==> src/rtl/spi_reg_bridge.sv <==
// SPI byte stream to register-bus bridge.
// A command byte {rw, addr} opens a frame. Writes stream data to addr, addr+1, ...
// Reads use a prefetch register so that each returned byte is ready one fclk
// after the previous byte completes.
//
// state    | meaning
// ---------+-----------------------------------------------------------------
// IDLE     | waiting for a command byte; MISO carries STATUS
// WR       | write burst; each byte becomes one bus write, addr auto-increments
// RD_DUMMY | first read prefetch outstanding; MISO carries STATUS
// RD       | read burst; each byte loads MISO from prefetch and issues next read
module spi_reg_bridge #(
   parameter int unsigned         IODepth  = 8,
   parameter int unsigned         AW       = 7,
   parameter int unsigned         TIMEOUT  = 255,
   parameter logic [IODepth-1:0]  ERR_BYTE = 8'hEE
) (
   input  logic               fclk,
   input  logic               rst_n,
   input  logic               spi_cs,
   input  logic               spi_rdy,
   input  logic [IODepth-1:0] spi_dat_i,
   output logic [IODepth-1:0] spi_dat_o,
   output logic               bus_req,
   output logic               bus_we,
   output logic [AW-1:0]      bus_addr,
   output logic [IODepth-1:0] bus_wdata,
   input  logic               bus_ack,
   input  logic [IODepth-1:0] bus_rdata,
   output logic               busy,
   output logic               err_flag
);

   localparam int unsigned        TW       = $clog2(TIMEOUT + 1);
   localparam logic [TW-1:0]      TMR_LOAD = TW'(TIMEOUT - 1);
   localparam logic [IODepth-3:0] STAT_ID  = (IODepth-2)'(6'h25);

   typedef enum logic [1:0] {IDLE, WR, RD_DUMMY, RD} state_t;

   state_t               state_q, state_d;
   logic                 rdy_q;
   logic [AW-1:0]        addr_q, addr_d;
   logic                 req_q, req_d;
   logic                 we_q, we_d;
   logic [AW-1:0]        baddr_q, baddr_d;
   logic [IODepth-1:0]   wdata_q, wdata_d;
   logic                 err_q, err_d;
   logic [IODepth-1:0]   pref_q, pref_d;
   logic [IODepth-1:0]   dout_q, dout_d;
   logic [TW-1:0]        tmr_q, tmr_d;

   logic                 byte_stb;
   logic                 rd_state;
   logic                 iss;
   logic                 iss_we;
   logic [AW-1:0]        iss_addr;
   logic [IODepth-1:0]   iss_wdata;
   logic [AW-1:0]        addr_inc;

   assign byte_stb = spi_rdy & ~rdy_q & spi_cs;
   assign rd_state = (state_q == RD_DUMMY) || (state_q == RD);
   assign addr_inc = addr_q + AW'(1);

   // Next-state: bus handshake/timeout first, then byte handling, then issue.
   always_comb begin
      state_d   = state_q;
      addr_d    = addr_q;
      req_d     = req_q;
      we_d      = we_q;
      baddr_d   = baddr_q;
      wdata_d   = wdata_q;
      err_d     = err_q;
      pref_d    = pref_q;
      dout_d    = dout_q;
      tmr_d     = tmr_q;
      iss       = 1'b0;
      iss_we    = 1'b0;
      iss_addr  = addr_q;
      iss_wdata = wdata_q;

      if (req_q) begin
         if (bus_ack) begin
            req_d = 1'b0;
            // read data of a transaction orphaned by frame end is dropped
            if (!we_q && rd_state) pref_d = bus_rdata;
         end else if (tmr_q == '0) begin
            req_d  = 1'b0;
            err_d  = 1'b1;
            pref_d = ERR_BYTE;
         end else begin
            tmr_d = tmr_q - TW'(1);
         end
      end

      if (!spi_cs) begin
         state_d = IDLE;
      end else if (byte_stb) begin
         unique case (state_q)
            IDLE: begin
               if (req_q) begin
                  err_d = 1'b1;
               end else begin
                  err_d  = 1'b0;
                  addr_d = spi_dat_i[AW-1:0];
                  if (spi_dat_i[IODepth-1]) begin
                     state_d = WR;
                  end else begin
                     iss      = 1'b1;
                     iss_addr = spi_dat_i[AW-1:0];
                     state_d  = RD_DUMMY;
                  end
               end
            end
            WR: begin
               if (req_q) begin
                  err_d = 1'b1;
               end else begin
                  iss       = 1'b1;
                  iss_we    = 1'b1;
                  iss_addr  = addr_q;
                  iss_wdata = spi_dat_i;
                  addr_d    = addr_inc;
               end
            end
            RD_DUMMY, RD: begin
               addr_d  = addr_inc;
               state_d = RD;
               if (!req_q) begin
                  dout_d   = pref_q;
                  iss      = 1'b1;
                  iss_addr = addr_inc;
               end else if (bus_ack) begin
                  // ack lands with the strobe: forward its data straight to MISO
                  dout_d   = bus_rdata;
                  iss      = 1'b1;
                  iss_addr = addr_inc;
               end else begin
                  err_d  = 1'b1;
                  dout_d = ERR_BYTE;
               end
            end
            default: state_d = IDLE;
         endcase
      end

      if (iss) begin
         req_d   = 1'b1;
         we_d    = iss_we;
         baddr_d = iss_addr;
         wdata_d = iss_wdata;
         tmr_d   = TMR_LOAD;
      end
   end

   // State and datapath registers with synchronous reset.
   always_ff @(posedge fclk) begin
      if (!rst_n) begin
         state_q <= IDLE;
         rdy_q   <= 1'b0;
         addr_q  <= '0;
         req_q   <= 1'b0;
         we_q    <= 1'b0;
         baddr_q <= '0;
         wdata_q <= '0;
         err_q   <= 1'b0;
         pref_q  <= '0;
         dout_q  <= '0;
         tmr_q   <= '0;
      end else begin
         state_q <= state_d;
         rdy_q   <= spi_rdy;
         addr_q  <= addr_d;
         req_q   <= req_d;
         we_q    <= we_d;
         baddr_q <= baddr_d;
         wdata_q <= wdata_d;
         err_q   <= err_d;
         pref_q  <= pref_d;
         dout_q  <= dout_d;
         tmr_q   <= tmr_d;
      end
   end

   assign bus_req   = req_q;
   assign busy      = req_q;
   assign bus_we    = we_q;
   assign bus_addr  = baddr_q;
   assign bus_wdata = wdata_q;
   assign err_flag  = err_q;
   assign spi_dat_o = (state_q == RD) ? dout_q : {err_q, req_q, STAT_ID};

endmodule

==> config.mk <==
export PLATFORM = sky130hd
export DESIGN_NAME = spi_reg_bridge
export DESIGN_NICKNAME = d
export VERILOG_FILES = /design/src/rtl/spi_reg_bridge.sv
export SDC_FILE = /design/constraint.sdc
export NUM_CORES = 1
export LEC_CHECK = 0
export ABC_CLOCK_PERIOD_IN_PS = 2100
export CAP_MARGIN = 25
export CORE_MARGIN = 3
export CORE_UTILIZATION = 50
export DETAILED_ROUTE_END_ITERATION = 12
export PLACE_DENSITY = 0.74
export SYNTH_ARGS = -nofsm -noshare
export SYNTH_HDL_FRONTEND = slang
export SYNTH_SLANG_ARGS = --single-unit
export TNS_END_PERCENT = 5
==> constraint.sdc <==
create_clock -name fclk -period 2.1 [get_ports fclk]
set_input_delay 0.315 -clock fclk [delete_from_list [all_inputs] [get_ports fclk]]
set_output_delay 0.315 -clock fclk [all_outputs]
set_load 0.01 [all_outputs]
==> flow_summary.yaml, run 1 <==
worst_hold_path:
  min_from: "dout_q[5]"
  hold_path.class: "reg -> reg"
sta:
  tns_ns: 0
  fin_ws_ns: 0.1091
  tightest_slew_ns: 0.4796
  fin_crit_sh: 0.9481
  finClkSkew_ns: 0.003174
  hold_viol: 0
  max_freq_ghz: 0.5023
  hold_ws_ns: 0.4557
  setup_viol_count_final: 0
  layout_min_cycle_time_ns: 1.991
  rsz0062_at_grt: "false"
  maxSlewHeadroom: 0.6795
  drv_slew: 0
detailed_routing:
  drt_wl_total_mm: 6.588
  vias_per_cell: 5.650
  vias: 2452
  ant_nets: 0
  drt_iter0_drc: 143
  first_pass_iters: 4
  drc: 0
  wire_per_inst_um: 15.18
place:
  dpl_cell_area_sq_um: 3273
  place_inst: 427
  post-dp-hpwl_mm: 4.780
  gp_congestion: 0.8758
  io_buffers: 47
  dp_slack_ns: 0.05094
clocking:
  post-cts-setup-buffer-count: 0
  cts_tree: "yes"
  cts_buffers: 5
  cts_buffer_depth: 2
  insertion_delay_ns: 0.29
  cts_resized: 0
  hold_buffers: 0
  clkTransAtPathRegs_ns: 0.09
  clockRootBuffer: "clkbuf_8"
  cts.sinks: 52
  htree_levels: 2
finish:
  fin_cells: 434
  antennaDiodeCount: 0
  layout-drive-gt1-share: 0.1063
  nNetsFinal: 391
  final_util: 0.6861
  mostFrequentLayoutCell: "dfxtp_1"
  nFillCells: 425
  synthToLayoutAreaGrowth_pct: 26.91
  layout_common_cells: "52 x dfxtp_1, 47 x clkdlybuf4s50_1, 35 x a21oi_1, 28 x nand2_1, 28 x nor2_1"
  final_area_sq_um: 3369
yosys:
  netlist_area_sq_um: 2655
  ys_async_sr_fraction: 0
  ys_types: 46
  yosysWarnings: 0
  syn-num-nets: 343
  synth.avg_cell_area_sq_um: 8.323
  netlist_instances: 319
  synth_seq_area_share: 0.3921
  ys_ff_latch: 52
  synth_edf_count: 0
  synth_top_flop_cell: "dfxtp_1"
global_route:
  grt_overflow_total: 0
  grt_pass1_wl_mm: 11.25
  grt_use_total: 0.2224
  grt_max_degree: 41
  antenna_found_initial: 0
  grt_pass1_vias: 2344
worst_setup_path:
  cpMaxStageDelayCell: "clkdlybuf4s50_1"
  critPathCaptureType: "output port"
  reg2reg_from: "tmr_q[0]"
  crit_required_ns: 1.78
  crit_fanout: 29
  path_cells: "buf_4 -> and3_1 -> clkdlybuf4s50_1"
  criticalPathCategory: "reg -> out"
  cp-start-kind: "register"
  cp-startpoint: "state_q[1]"
  slowest_delay_ns: 0.53
  cp_data_arrival_time_ns: 1.68
floorplan:
  coreArea_sq_um: 4911
  die_y_um: 78.87
  pin_count: 48
  start_util: 0.5406
  die-area_sq_um: 6220
  fp.dieW_um: 78.87
  num_rows: 25
status:
  status: "finished, final reports clean"
pwr:
  leakage_nw: 1.247
  ir_drop_mv: 0.4276
  cellPowerDensity_nw_per_um2: 570.5
  power.total_mw: 1.922
run:
  cap_violations: 0
-- flip-flops by register name, summed over array words and instances (netlist names), 2 cells and up --
signal,cells
dout_q,8
state_q,2
addr_q,7
pref_q,8
bus_wdata,8
tmr_q,8
bus_addr,7
-- layout make-up --
class / count / area, sq um / share of cell area
Multi-Input combinational cell: 236 / 1484 / 0.4404
Clock buffer: 7 / 96.34 / 0.02859
Timing Repair Buffer: 67 / 645.6 / 0.1916
Sequential cell: 52 / 1041 / 0.3089
Tap cell: 67 / 83.83 / 0.02488
Inverter: 5 / 18.77 / 0.005570
-- power by group --
part           internal, mW  switching [mW]  leakage [nW]
combinational         0.139           0.145         0.775
clock                 0.294           0.307        0.0503
sequential             1.01          0.0251         0.421
-- routing by layer --
layer	vias up	routed length, um	global-route usage	part of all wire
met3	4	330	0.03515	0.050
met5	-	0	0	0
met2	66	2989	0.3438	0.45
met4	0	31	0.04296	0.0047
met1	1143	3236	0.3291	0.49
li1	1239	-	-	-
-- cell usage after synthesis, drive strengths merged (2+ instances only) --
| cell type | n | area (sq um) |
|---|---|---|
| a21oi | 35 | 175.2 |
| nor2b | 10 | 62.56 |
| a311oi | 5 | 43.79 |
| ha | 3 | 37.54 |
| or4 | 2 | 15.01 |
| or2 | 4 | 25.02 |
| a21o | 3 | 22.52 |
| inv | 5 | 18.77 |
| nand3b | 3 | 22.52 |
| a31oi | 2 | 12.51 |
| nor3 | 9 | 45.04 |
| o21a | 9 | 67.56 |
| nor3b | 3 | 27.52 |
| or3 | 3 | 18.77 |
| and3 | 4 | 25.02 |
| dfxtp | 52 | 1041 |
| xnor2 | 5 | 43.79 |
| buf | 9 | 47.54 |
| nand2b | 4 | 25.02 |
| o22ai | 4 | 25.02 |
| nand2 | 28 | 105.1 |
| and2 | 3 | 18.77 |
| mux2i | 15 | 150.1 |
| nor4 | 2 | 12.51 |
| clkbuf | 17 | 63.81 |
| nand3 | 8 | 40.04 |
| o21ai | 13 | 65.06 |
| a211o | 7 | 61.31 |
| or3b | 2 | 17.52 |
| mux2 | 4 | 45.04 |
| a221oi | 4 | 35.03 |
| o211ai | 4 | 30.03 |
| nor2 | 28 | 105.1 |
-- worst paths after layout --
kind,endpoint,slack [ns],cells past startpoint
max,spi_dat_o[4],0.11,3
max reg2reg,pref_q[3],0.15,6
min,dout_q[5],0.46,2
min reg2reg,dout_q[5],0.46,2
-- cell families (layout without fill, tap and decap cells) --
family	count (synthesis)	in the layout	share of synthesized area
AO/OA/AOI/OAI	92	92	0.2290
multiplexers	19	19	0.07351
XOR/XNOR	5	5	0.01649
AND/OR/NAND/NOR	117	117	0.2257
flip-flops	52	52	0.3921
buffers and inverters	31	79	0.04901
adder cells (fa/ha/maj)	3	3	0.01414
-- worst max-delay path, delay by kind of cell, from the launching register on --
family | cells | cell delay (ns)
buffers and inverters | 2 | 0.81
AND/OR/NAND/NOR | 1 | 0.21
flip-flops | 1 | 0.35
No activity file was read; power rests on OpenSTA's default activity.
==> inputs of run 2 (changes only) <==
--- a/config.mk
+++ b/config.mk
@@ -10,7 +10,9 @@
 export CORE_MARGIN = 3
 export CORE_UTILIZATION = 50
 export DETAILED_ROUTE_END_ITERATION = 12
+export GPL_ROUTABILITY_DRIVEN = 0
 export PLACE_DENSITY = 0.74
+export SKIP_LAST_GASP = 1
 export SYNTH_ARGS = -nofsm -noshare
 export SYNTH_HDL_FRONTEND = slang
 export SYNTH_SLANG_ARGS = --single-unit
==> results of run 2 <==
The final DEF is identical to that of run 1; final timing and power are the same.
==> inputs of run 3 (changes only) <==
--- a/config.mk
+++ b/config.mk
@@ -5,13 +5,13 @@
 export SDC_FILE = /design/constraint.sdc
 export NUM_CORES = 1
 export LEC_CHECK = 0
+export ABC_AREA = 1
 export ABC_CLOCK_PERIOD_IN_PS = 2100
 export CAP_MARGIN = 25
-export CORE_MARGIN = 3
 export CORE_UTILIZATION = 50
 export DETAILED_ROUTE_END_ITERATION = 12
 export GPL_ROUTABILITY_DRIVEN = 0
-export PLACE_DENSITY = 0.74
+export PLACE_DENSITY = 0.73
 export SKIP_LAST_GASP = 1
 export SYNTH_ARGS = -nofsm -noshare
 export SYNTH_HDL_FRONTEND = slang
==> flow_summary.yaml, run 3 <==
detailed_routing:
  wl_met1_mm: 2.960
  wl_met2_mm: 3.077
  vias: 2653
  ant_nets: 0
  met3WireLength_um: 267
  drt_wl_total_mm: 6.459
  first_pass_iters: 5
  routed.top_layer: "met4"
  drc: 0
  vias_per_cell: 5.112
  wire_per_inst_um: 12.45
  drt_iter0_drc: 196
sta:
  setup_viol_count_final: 0
  tightest_slew_ns: 0.4897
  hold_viol: 0
  tns_ns: 0
  fin_ws_ns: 0.1867
  finClkSkew_ns: 0.004665
  rsz0062_at_grt: "false"
  layout_min_cycle_time_ns: 1.913
  max_freq_ghz: 0.5226
  drv_slew: 0
  fin_crit_sh: 0.9111
  maxSlewHeadroom: 0.6727
  hold_ws_ns: 0.4531
pwr:
  clock_power_share: 0.304
  cellPowerDensity_nw_per_um2: 580.8
  combPwrFrac: 0.159
  ir_drop_mv: 0.3110
  p_int_mw: 1.418
  leakage_nw: 1.442
  seq_power_share: 0.537
  p_sw_uw: 525.5
  power.total_mw: 1.943
  swShare: 0.2704
yosys:
  synth_seq_area_share: 0.3822
  syn-num-nets: 423
  synth_area_leaders: "dfxtp_1 38%, nand2_1 12%, nor2_1 6.9%"
  synthTopCellsByCount: "85 x nand2_1, 52 x dfxtp_1, 50 x nor2_1"
  netlist_instances: 399
  synth_top_area_cell: "dfxtp_1"
  synth.most_common_cell: "nand2_1"
  synth_edf_count: 0
  ys_ff_latch: 52
  netlist_area_sq_um: 2724
  ys_types: 33
  synth.avg_cell_area_sq_um: 6.827
  synth_top_flop_cell: "dfxtp_1"
  yosysWarnings: 0
  synth_top_area_frac: 0.3822
  ys_async_sr_fraction: 0
worst_setup_path:
  crit_end: "spi_dat_o[6]"
  crit_fanout: 8
  cp_data_arrival_time_ns: 1.60
  cp-startpoint: "state_q[0]"
  reg2reg_from: "tmr_q[0]"
  worstReg2RegEnd: "pref_q[6]"
  critPathCaptureType: "output port"
  cp-start-kind: "register"
  reg2reg_depth: 9
  crit_required_ns: 1.78
  criticalPathCategory: "reg -> out"
  r2r_slack_ns: 0.57
global_route:
  grt_max_degree: 26
  grt_overflow_total: 0
  grt_use_total: 0.2478
  grt_pass1_wl_mm: 10.82
  antenna_found_initial: 0
  grt_pass1_vias: 2484
place:
  place_inst: 511
  post-dp-hpwl_mm: 4.811
  dpl_cell_area_sq_um: 3252
  io_buffers: 47
  dp_slack_ns: 0.1202
worst_hold_path:
  hold_path.class: "reg -> reg"
  whs_path_depth: 2
  min_from: "dout_q[7]"
finish:
  nFillCells: 466
  fin_cells: 519
  mostFrequentLayoutCell: "nand2_1"
  nNetsFinal: 472
  synthToLayoutAreaGrowth_pct: 22.83
  final_area_sq_um: 3346
  layout_common_cells: "84 x nand2_1, 51 x dfxtp_1, 50 x nor2_1, 47 x clkdlybuf4s50_1, 44 x inv_1"
  final_util: 0.6468
  antennaDiodeCount: 0
  layout-drive-gt1-share: 0.1158
floorplan:
  pin_count: 48
  die_y_um: 75.81
  start_util: 0.5266
  fp.dieW_um: 75.81
  die-area_sq_um: 5747
  coreArea_sq_um: 5172
  num_rows: 26
clocking:
  clkTransAtPathRegs_ns: 0.09
  insertion_delay_ns: 0.30
  clockRootBuffer: "clkbuf_8"
  htree_levels: 2
  cts_tree: "yes"
  cts_buffers: 5
  post-cts-setup-buffer-count: 0
  cts_buffer_depth: 2
  cts.sinks: 52
status:
  status: "finished, final reports clean"
run:
  cap_violations: 0
[run 3: changes by cell type in the layout (fill, tap and decap cells not counted), sizes merged, moves of 15 or more]
cell / change
nor2: +30
inv: +49
mux2i: -15
nand2: +64
nand3: +17
o21ai: +27
[run 3: worst max-delay path, cell delays in order (launching register included)]
cell             delay [ns]
dfxtp_2                0.41
nand2_2                0.13
o21ai_0                0.20
clkdlybuf4s50_1        0.56
[run 3: layout make-up]
cell class                 instances  area, sq um  area share
multi-input combinational        278         1376      0.4114
sequential                        52         1042      0.3115
timing repair buffer              56        538.0      0.1608
inverter                          55        211.5     0.06320
clock buffer                       8        90.09     0.02693
tap                               70        87.58     0.02618
[run 3: power by group through the flow]
| stage | logic [mW] | clock network [mW] | registers [mW] |
|---|---|---|---|
| after floorplan | 0.200 | 0 | 1.06 |
| after global placement | 0.303 | 0 | 1.07 |
| after detailed placement | 0.307 | 0 | 1.07 |
| after CTS | 0.309 | 0.603 | 1.04 |
| after global routing | 0.350 | 0.646 | 1.05 |
| final | 0.309 | 0.590 | 1.04 |
[run 3: routing by layer]
metal,vias to the layer above,track usage
li1,1369,-
met1,1203,0.3096
met2,65,0.4120
met3,16,0.05026
met4,0,0.1091
met5,-,0
[run 3: timing repair]
action,4_1_cts,5_1_grt
endpoints found under the setup margin,1,1
gates resized for setup,1,1
hold buffers,0,0
[run 3: worst min path at each step]
stage                              to  slack (ns)
final                       dout_q[7]        0.45
after detailed placement    dout_q[7]        0.44
after floorplan                 rdy_q        0.41
after global placement    bus_addr[6]        0.44
after global routing      bus_addr[2]        0.49
after CTS                   dout_q[7]        0.45
[run 3: cells by family after synthesis]
logic type,Yosys count,synth area share
AND/OR/NAND/NOR,189,0.3068
XOR/XNOR,5,0.01608
AO/OA/AOI/OAI,81,0.1677
flip-flops,52,0.3822
adder cells (fa/ha/maj),3,0.01378
buffers and inverters,69,0.1135
